==> src/rtl/win_detector.sv <==
// Connect-4 (4x4) result checker: snapshots the board on each committed move and
// scans the ten four-in-a-line patterns one per clock, latching a final result.
module win_detector (
    input  logic        clk,
    input  logic        reset,
    input  logic        start,
    input  logic [15:0] gameboard,
    input  logic [15:0] players_cells,
    output logic        busy,
    output logic        done,
    output logic [1:0]  winner,
    output logic [3:0]  win_line,
    output logic        game_over
);
    typedef enum logic [1:0] {IDLE, SCAN, REPORT, OVER} state_t;

    localparam int NUM_LINES = 10;
    localparam logic [3:0] LAST_LINE = 4'(NUM_LINES - 1);

    // Index 0 in the low slot: rows 0-3, columns 0-3, main diagonal, anti-diagonal.
    localparam logic [NUM_LINES-1:0][15:0] LINE_MASK = {
        16'h1248, 16'h8421,
        16'h8888, 16'h4444, 16'h2222, 16'h1111,
        16'hF000, 16'h0F00, 16'h00F0, 16'h000F
    };

    state_t      state, state_nxt;
    logic [3:0]  line_cnt, line_cnt_nxt;
    logic [15:0] snap_board, snap_board_nxt;
    logic [15:0] snap_cells, snap_cells_nxt;
    logic [1:0]  winner_nxt;
    logic [3:0]  win_line_nxt;
    logic        game_over_nxt;
    logic [15:0] p1_hit, p2_hit;

    // Per-line match flags, padded to 16 so any counter value indexes safely.
    genvar g;
    generate
        for (g = 0; g < 16; g++) begin : g_line
            if (g < NUM_LINES) begin : g_real
                assign p1_hit[g] = (snap_board & snap_cells  & LINE_MASK[g]) == LINE_MASK[g];
                assign p2_hit[g] = (snap_board & ~snap_cells & LINE_MASK[g]) == LINE_MASK[g];
            end else begin : g_pad
                assign p1_hit[g] = 1'b0;
                assign p2_hit[g] = 1'b0;
            end
        end
    endgenerate

    always_comb begin
        state_nxt      = state;
        line_cnt_nxt   = line_cnt;
        snap_board_nxt = snap_board;
        snap_cells_nxt = snap_cells;
        winner_nxt     = winner;
        win_line_nxt   = win_line;
        game_over_nxt  = game_over;

        case (state)
            IDLE: begin
                if (start) begin
                    snap_board_nxt = gameboard;
                    snap_cells_nxt = players_cells;
                    winner_nxt     = 2'b00;
                    win_line_nxt   = 4'd0;
                    line_cnt_nxt   = 4'd0;
                    state_nxt      = SCAN;
                end
            end
            SCAN: begin
                if (p1_hit[line_cnt]) begin
                    winner_nxt   = 2'b01;
                    win_line_nxt = line_cnt;
                    state_nxt    = REPORT;
                end else if (p2_hit[line_cnt]) begin
                    winner_nxt   = 2'b10;
                    win_line_nxt = line_cnt;
                    state_nxt    = REPORT;
                end else if (line_cnt == LAST_LINE) begin
                    // No line anywhere: a full board is a draw, otherwise play continues.
                    winner_nxt = (&snap_board) ? 2'b11 : 2'b00;
                    state_nxt  = REPORT;
                end else begin
                    line_cnt_nxt = line_cnt + 4'd1;
                end
            end
            REPORT: begin
                if (winner == 2'b00) begin
                    state_nxt = IDLE;
                end else begin
                    game_over_nxt = 1'b1;
                    state_nxt     = OVER;
                end
            end
            OVER: ;
            default: state_nxt = IDLE;
        endcase
    end

    always_ff @(posedge clk) begin
        if (reset) begin
            state      <= IDLE;
            line_cnt   <= 4'd0;
            snap_board <= 16'h0000;
            snap_cells <= 16'h0000;
            winner     <= 2'b00;
            win_line   <= 4'd0;
            game_over  <= 1'b0;
        end else begin
            state      <= state_nxt;
            line_cnt   <= line_cnt_nxt;
            snap_board <= snap_board_nxt;
            snap_cells <= snap_cells_nxt;
            winner     <= winner_nxt;
            win_line   <= win_line_nxt;
            game_over  <= game_over_nxt;
        end
    end

    assign busy = (state == SCAN) || (state == REPORT);
    assign done = (state == REPORT);

endmodule

==> config.mk <==
export PLATFORM = sky130hd
export DESIGN_NAME = win_detector
export DESIGN_NICKNAME = d
export VERILOG_FILES = /design/src/rtl/win_detector.sv
export SDC_FILE = /design/constraint.sdc
export NUM_CORES = 1
export LEC_CHECK = 0
export BUFFER_PORTS_ARGS = -buffer_cell sky130_fd_sc_hd__buf_4
export CAP_MARGIN = 15
export CORE_UTILIZATION = 50
export CTS_BUF_LIST = sky130_fd_sc_hd__clkbuf_8
export CTS_CLUSTER_DIAMETER = 200
export DETAILED_ROUTE_END_ITERATION = 7
export PLACE_DENSITY = 0.8
export RECOVER_POWER = 25
export SKIP_CTS_REPAIR_TIMING = 1
export SYNTH_ARGS = -nofsm -noshare
export SYNTH_HDL_FRONTEND = slang
export SYNTH_SLANG_ARGS = --single-unit
export TNS_END_PERCENT = 20
==> constraint.sdc <==
create_clock -name clk -period 3.4 [get_ports clk]
set_input_delay 0.51 -clock clk [delete_from_list [all_inputs] [get_ports clk]]
set_output_delay 0.51 -clock clk [all_outputs]
set_load 0.1 [all_outputs]
==> results.yml, run 1 <==
flow_run:
  max-cap-violations: 0
synth:
  synth_ff_type: "dfxtp_1"
  synth_enable_flop_cells: 0
  synthArstFlopShare_pct: 0
  seq_area_frac_synth_pct: 37.8
  yosysWarningCount: 0
  syn_area_um2: 2380
  synth_cells: 315
  ys_types: 48
  synth.net_count: 356
  ys_ff_latch: 45
  avgSynthCellArea_um2: 7.57
outcome:
  outcome: "finished, final reports clean"
timing:
  fin_setup_tns_ns: 0
  rsz0062_at_grt: "false"
  finalMaxSlewViolations: 0
  fmax_mhz: 373
  fin_crit_sh_pct: 78.8
  skew_ns: 0.00359
  period_needed_ns: 2.68
  hold_viol: 0
  setup_violations: 0
  max-slew-margin-rel_pct: 4.91
  tightest_slew_ns: 1.43
worst_setup_path:
  cp_cell_sequence: "or3b_1 > or3_1 > o2bb2ai_1 > a32oi_4 > nor3b_4 > a211oi_4 > mux2_1"
  max_stage_delay_ns: 0.47
  cp_slowest_cell: "dfxtp_1"
  end_kind: "register"
  crit_arrival_ns: 2.87
  crit_required_ns: 3.59
  start_kind: "register"
  cp_max_fo: 16
  crit_type: "reg -> reg"
grt:
  antenna_found_initial: 0
  grt_pass1_wl_um: 10100
  grt_usage_pct: 25.2
  grt_start_max_net_pins: 52
  grt-ovfl-total: 0
  grt_pass1_vias: 2159
routing:
  routed_wl_um: 6020
  drc: 0
  drt_iter0_drc: 137
  detail_route.wl_per_cell_um: 14.9
  vias_per_cell: 5.84
  dr_total_vias: 2352
  antenna_left: 0
  drt_first_pass_iters: 6
clock_network:
  numCtsBuffers: 5
  cts_tree: "built"
  clk_latency_ns: 0.30
  clock-sinks: 45
  clock-root-buffer: "clkbuf_8"
  cts-htree-levels: 2
  path_clk_slew_ns: 0.09
  clockBufferDepth: 2
finish:
  layout-drive-gt1-share_pct: 14.0
  final_common_cell: "nand2_1"
  n_antenna_cell: 0
  layout_common_cells: "nand2_1, dfxtp_1, a21oi_1"
  nets: 391
  syn2layout_area_growth_pct: 16.2
power_and_ir_drop:
  power_mw: 1.50
  vdd_drop_max_uv: 291
  leakage_nw: 1.00
  pwr_density_cell_nw_per_um2: 540
floorplan:
  ios: 44
  die_area_um2: 5050
  rows: 24
  core_area_um2: 4470
  die_w_um: 71.1
  start_util_pct: 53.3
  die_h_um: 71.1
place:
  dpl.hpwl_um: 4450
  gp_routability_congestion: 0.957
  port_buffers: 43
hold_path:
  hp-class: "in -> reg"
worst paths after layout:
| path | start | endpoint | slack (ns) | cells after the start |
|---|---|---|---|---|
| max reg2reg | line_cnt[0] | state[0] | 0.72 | 7 |
| min reg2reg | game_over | game_over | 0.48 | 2 |
| max | line_cnt[0] | state[0] | 0.72 | 7 |
| min | players_cells[6] | snap_cells[6] | 0.45 | 3 |
kinds of logic after synthesis:
| kind of cell | after synthesis | share of synthesized area, % |
|---|---|---|
| adders and majority gates | 6 | 3.15 |
| AOI/OAI and AO/OA | 73 | 19.6 |
| muxes | 4 | 1.78 |
| DFF | 45 | 37.8 |
| buffers and inverters | 22 | 3.51 |
| and+or+nand+nor | 165 | 34.2 |
state kept, by name, indices dropped and copies added (netlist names):
signal / cells
win_line: 4
snap_board: 16
state: 2
snap_cells: 16
game_over: 1
line_cnt: 4
winner: 2
power by group:
group / internal (mW) / switching (mW) / total (mW)
Clock: 0.142 / 0.186 / 0.328
Combinational: 0.165 / 0.321 / 0.485
Sequential: 0.594 / 0.0892 / 0.683
Total: 0.901 / 0.596 / 1.50
metrics by stage:
step	hold slack [ns]	std cells	instance area (um^2)	util [%]	worst slack, ns
finish	0.450	403	2770	61.9	0.721
global route	0.439	403	2770	61.9	0.635
CTS	0.445	403	2810	62.7	0.722
detailed placement	0.473	395	2720	60.8	0.772
global placement	0.458	395	2720	60.8	0.864
floorplan	0.446	315	2380	-	1.07
critical path: cells and delay by family, from the launching register on:
family | cells | cell delay [ns]
simple gates | 3 | 0.98
flops | 1 | 0.47
mux | 1 | 0.34
compound gates | 3 | 0.78
Yosys cell counts (2+ instances only):
library cell | number | area share, %
nand3_1 | 18 | 3.8
a31oi_1 | 7 | 1.8
nor2_1 | 12 | 1.9
nand3b_1 | 2 | 0.63
ha_1 | 6 | 3.1
nand2b_1 | 4 | 1.0
or3_1 | 5 | 1.3
nor4b_1 | 2 | 0.73
nor3_1 | 10 | 2.1
nor2b_1 | 3 | 0.79
nor4_1 | 5 | 1.3
dfxtp_1 | 45 | 38
a21oi_1 | 37 | 7.8
inv_1 | 5 | 0.79
and4_1 | 3 | 1.1
nand2_1 | 79 | 12
or3b_1 | 2 | 0.73
nand4_1 | 6 | 1.6
clkbuf_1 | 15 | 2.4
o21ai_1 | 5 | 1.0
and2_1 | 2 | 0.52
mux2i_1 | 2 | 0.84
o211ai_1 | 3 | 0.94
or4_1 | 5 | 1.6
a211o_1 | 2 | 0.73
o21ai_0 | 5 | 1.0
mux2_1 | 2 | 0.94
o311ai_1 | 2 | 0.73
o21a_1 | 2 | 0.63
layout make-up:
type | instances | area, um^2
Inverter | 6 | 22.5
Timing Repair Buffer | 44 | 297
Clock inverter | 3 | 17.5
Clock buffer | 5 | 68.8
Multi-Input combinational cell | 248 | 1400
Fill cell | 442 | 1700
Sequential cell | 45 | 901
Tap cell | 52 | 65.1
metal layers:
metal / wire length (um) / up-vias / share of wire [%] / track usage (%)
li1: - / 1196 / - / -
met1: 2700 / 1060 / 45 / 31.3
met2: 2850 / 79 / 47 / 42.2
met3: 313 / 17 / 5.2 / 5.56
met4: 160 / 0 / 2.7 / 10.2
met5: 0 / - / 0 / 0
No activity file was read; power rests on OpenSTA's default activity.
==> run 2: changes to the inputs <==
--- a/config.mk
+++ b/config.mk
@@ -11,7 +11,7 @@
 export CTS_BUF_LIST = sky130_fd_sc_hd__clkbuf_8
 export CTS_CLUSTER_DIAMETER = 200
 export DETAILED_ROUTE_END_ITERATION = 7
-export PLACE_DENSITY = 0.8
+export PLACE_DENSITY = 0.83
 export RECOVER_POWER = 25
 export SKIP_CTS_REPAIR_TIMING = 1
 export SYNTH_ARGS = -nofsm -noshare
==> constraint.sdc (replaced) <==
create_clock -name clk -period 2.4 [get_ports clk]
set_input_delay 0.36 -clock clk [delete_from_list [all_inputs] [get_ports clk]]
set_output_delay 0.36 -clock clk [all_outputs]
set_load 0.1 [all_outputs]
==> results.yml, run 2 (synthesized netlist as in run 1, its figures left out) <==
timing:
  tightest_slew_ns: 1.17
  fin_crit_sh_pct: 96.9
  fmax_mhz: 430
  max-slew-margin-rel_pct: 22.6
  finalMaxSlewViolations: 0
  setup_violations: 0
  hold_viol: 0
  period_needed_ns: 2.33
  holdWs_ns: 0.307
  skew_ns: 0.00484
grt:
  grt_pass1_vias: 2312
  antenna_found_initial: 0
  grt_pass1_wl_um: 10800
  grt_usage_pct: 27.0
  grt-ovfl-total: 0
  grt_start_max_net_pins: 52
worst_setup_path:
  cp_max_fo: 5
  crit_arrival_ns: 2.51
  crit_type: "reg -> reg"
  start_kind: "register"
  end_kind: "register"
  crit_required_ns: 2.58
floorplan:
  die_area_um2: 5050
  rows: 24
  start_util_pct: 53.3
  core_area_um2: 4470
  die_w_um: 71.1
  die_h_um: 71.1
  ios: 44
power_and_ir_drop:
  vdd_drop_max_uv: 457
  pwr_density_cell_nw_per_um2: 746
  leakage_nw: 1.13
finish:
  fin_cells: 421
  fillCellCount: 394
  final_common_cell: "nand2_1"
  layout_common_cells: "nand2_1, buf_4, dfxtp_1"
  n_antenna_cell: 0
  top_regs: "snap_board: 16 flops, snap_cells: 16 flops"
  layout-drive-gt1-share_pct: 22.0
  nets: 410
  utilization_pct: 66.8
  syn2layout_area_growth_pct: 25.3
place:
  dp_cells: 412
  gp_routability_congestion: 1.02
  dpl.hpwl_um: 4910
  port_buffers: 43
clock_network:
  cts-htree-levels: 2
  numCtsBuffers: 5
  clockBufferDepth: 2
  path_clk_slew_ns: 0.08
  cts_tree: "built"
  clk_latency_ns: 0.29
  clock-root-buffer: "clkbuf_8"
  clock-sinks: 45
outcome:
  violations: "DRC"
  outcome: "finished with violations"
hold_path:
  hp-class: "in -> reg"
routing:
  drt_iter0_drc: 160
  drc: 2
  detail_route.wl_per_cell_um: 15.7
  antenna_left: 0
  dr_total_vias: 2521
  vias_per_cell: 5.99
  drt_first_pass_iters: 8
  routed_wl_um: 6630
flow_run:
  max-cap-violations: 0
[run 2: layout make-up]
class / instances / area (um^2) / area share, %
Multi-Input combinational cell: 248 / 1460 / 49.0
Sequential cell: 45 / 906 / 30.3
Timing Repair Buffer: 63 / 445 / 14.9
Clock buffer: 6 / 82.6 / 2.76
Tap cell: 52 / 65.1 / 2.18
Inverter: 6 / 22.5 / 0.754
Clock inverter: 1 / 3.75 / 0.126
[run 2: critical path, stage by stage, from the launching register on]
cell	delay, ns
dfxtp_2	0.35
or4_4	0.56
o32ai_4	0.29
o2bb2ai_2	0.10
a32oi_4	0.26
nor3b_4	0.09
a211oi_4	0.24
mux2_1	0.34
[run 2: worst paths after layout]
| check | startpoint | depth (start not counted) | slack, ns | to |
|---|---|---|---|---|
| setup reg to reg | snap_cells[4] | 7 | 0.07 | state[0] |
| setup / recovery | snap_cells[4] | 7 | 0.07 | state[0] |
| hold reg to reg | game_over | 2 | 0.47 | game_over |
| hold / removal | gameboard[4] | 3 | 0.31 | snap_board[4] |
[run 2: stage by stage]
| stage | setup TNS [ns] | area (um^2) | total power, mW | worst slack, ns |
|---|---|---|---|---|
| 2_1_floorplan | 0 | 2380 | 1.49 | 0.0713 |
| 3_3_place_gp | 0 | 2850 | 1.75 | 0.0751 |
| 3_5_place_dp | 0 | 2850 | 1.76 | 0.0610 |
| 4_1_cts | 0 | 2930 | 2.22 | 0.0466 |
| 5_1_grt | -0.0567 | 2990 | 2.38 | -0.0404 |
| 6_report | 0 | 2990 | 2.23 | 0.0734 |
[run 2: per-layer routing]
| layer | vias to the layer above | track usage, % | share of wire [%] |
|---|---|---|---|
| li1 | 1237 | - | - |
| met1 | 1193 | 35.0 | 44 |
| met2 | 77 | 45.2 | 50 |
| met3 | 14 | 2.99 | 3.9 |
| met4 | 0 | 12.0 | 2.2 |
| met5 | - | 0 | 0 |
[run 2: power by group]
part           internal [mW]  leakage (nW)  total [mW]  switching [mW]
clock                  0.224        0.0485       0.458           0.234
sequential             0.843         0.370       0.948           0.106
combinational          0.312         0.716       0.823           0.512
total                   1.38          1.13        2.23           0.851
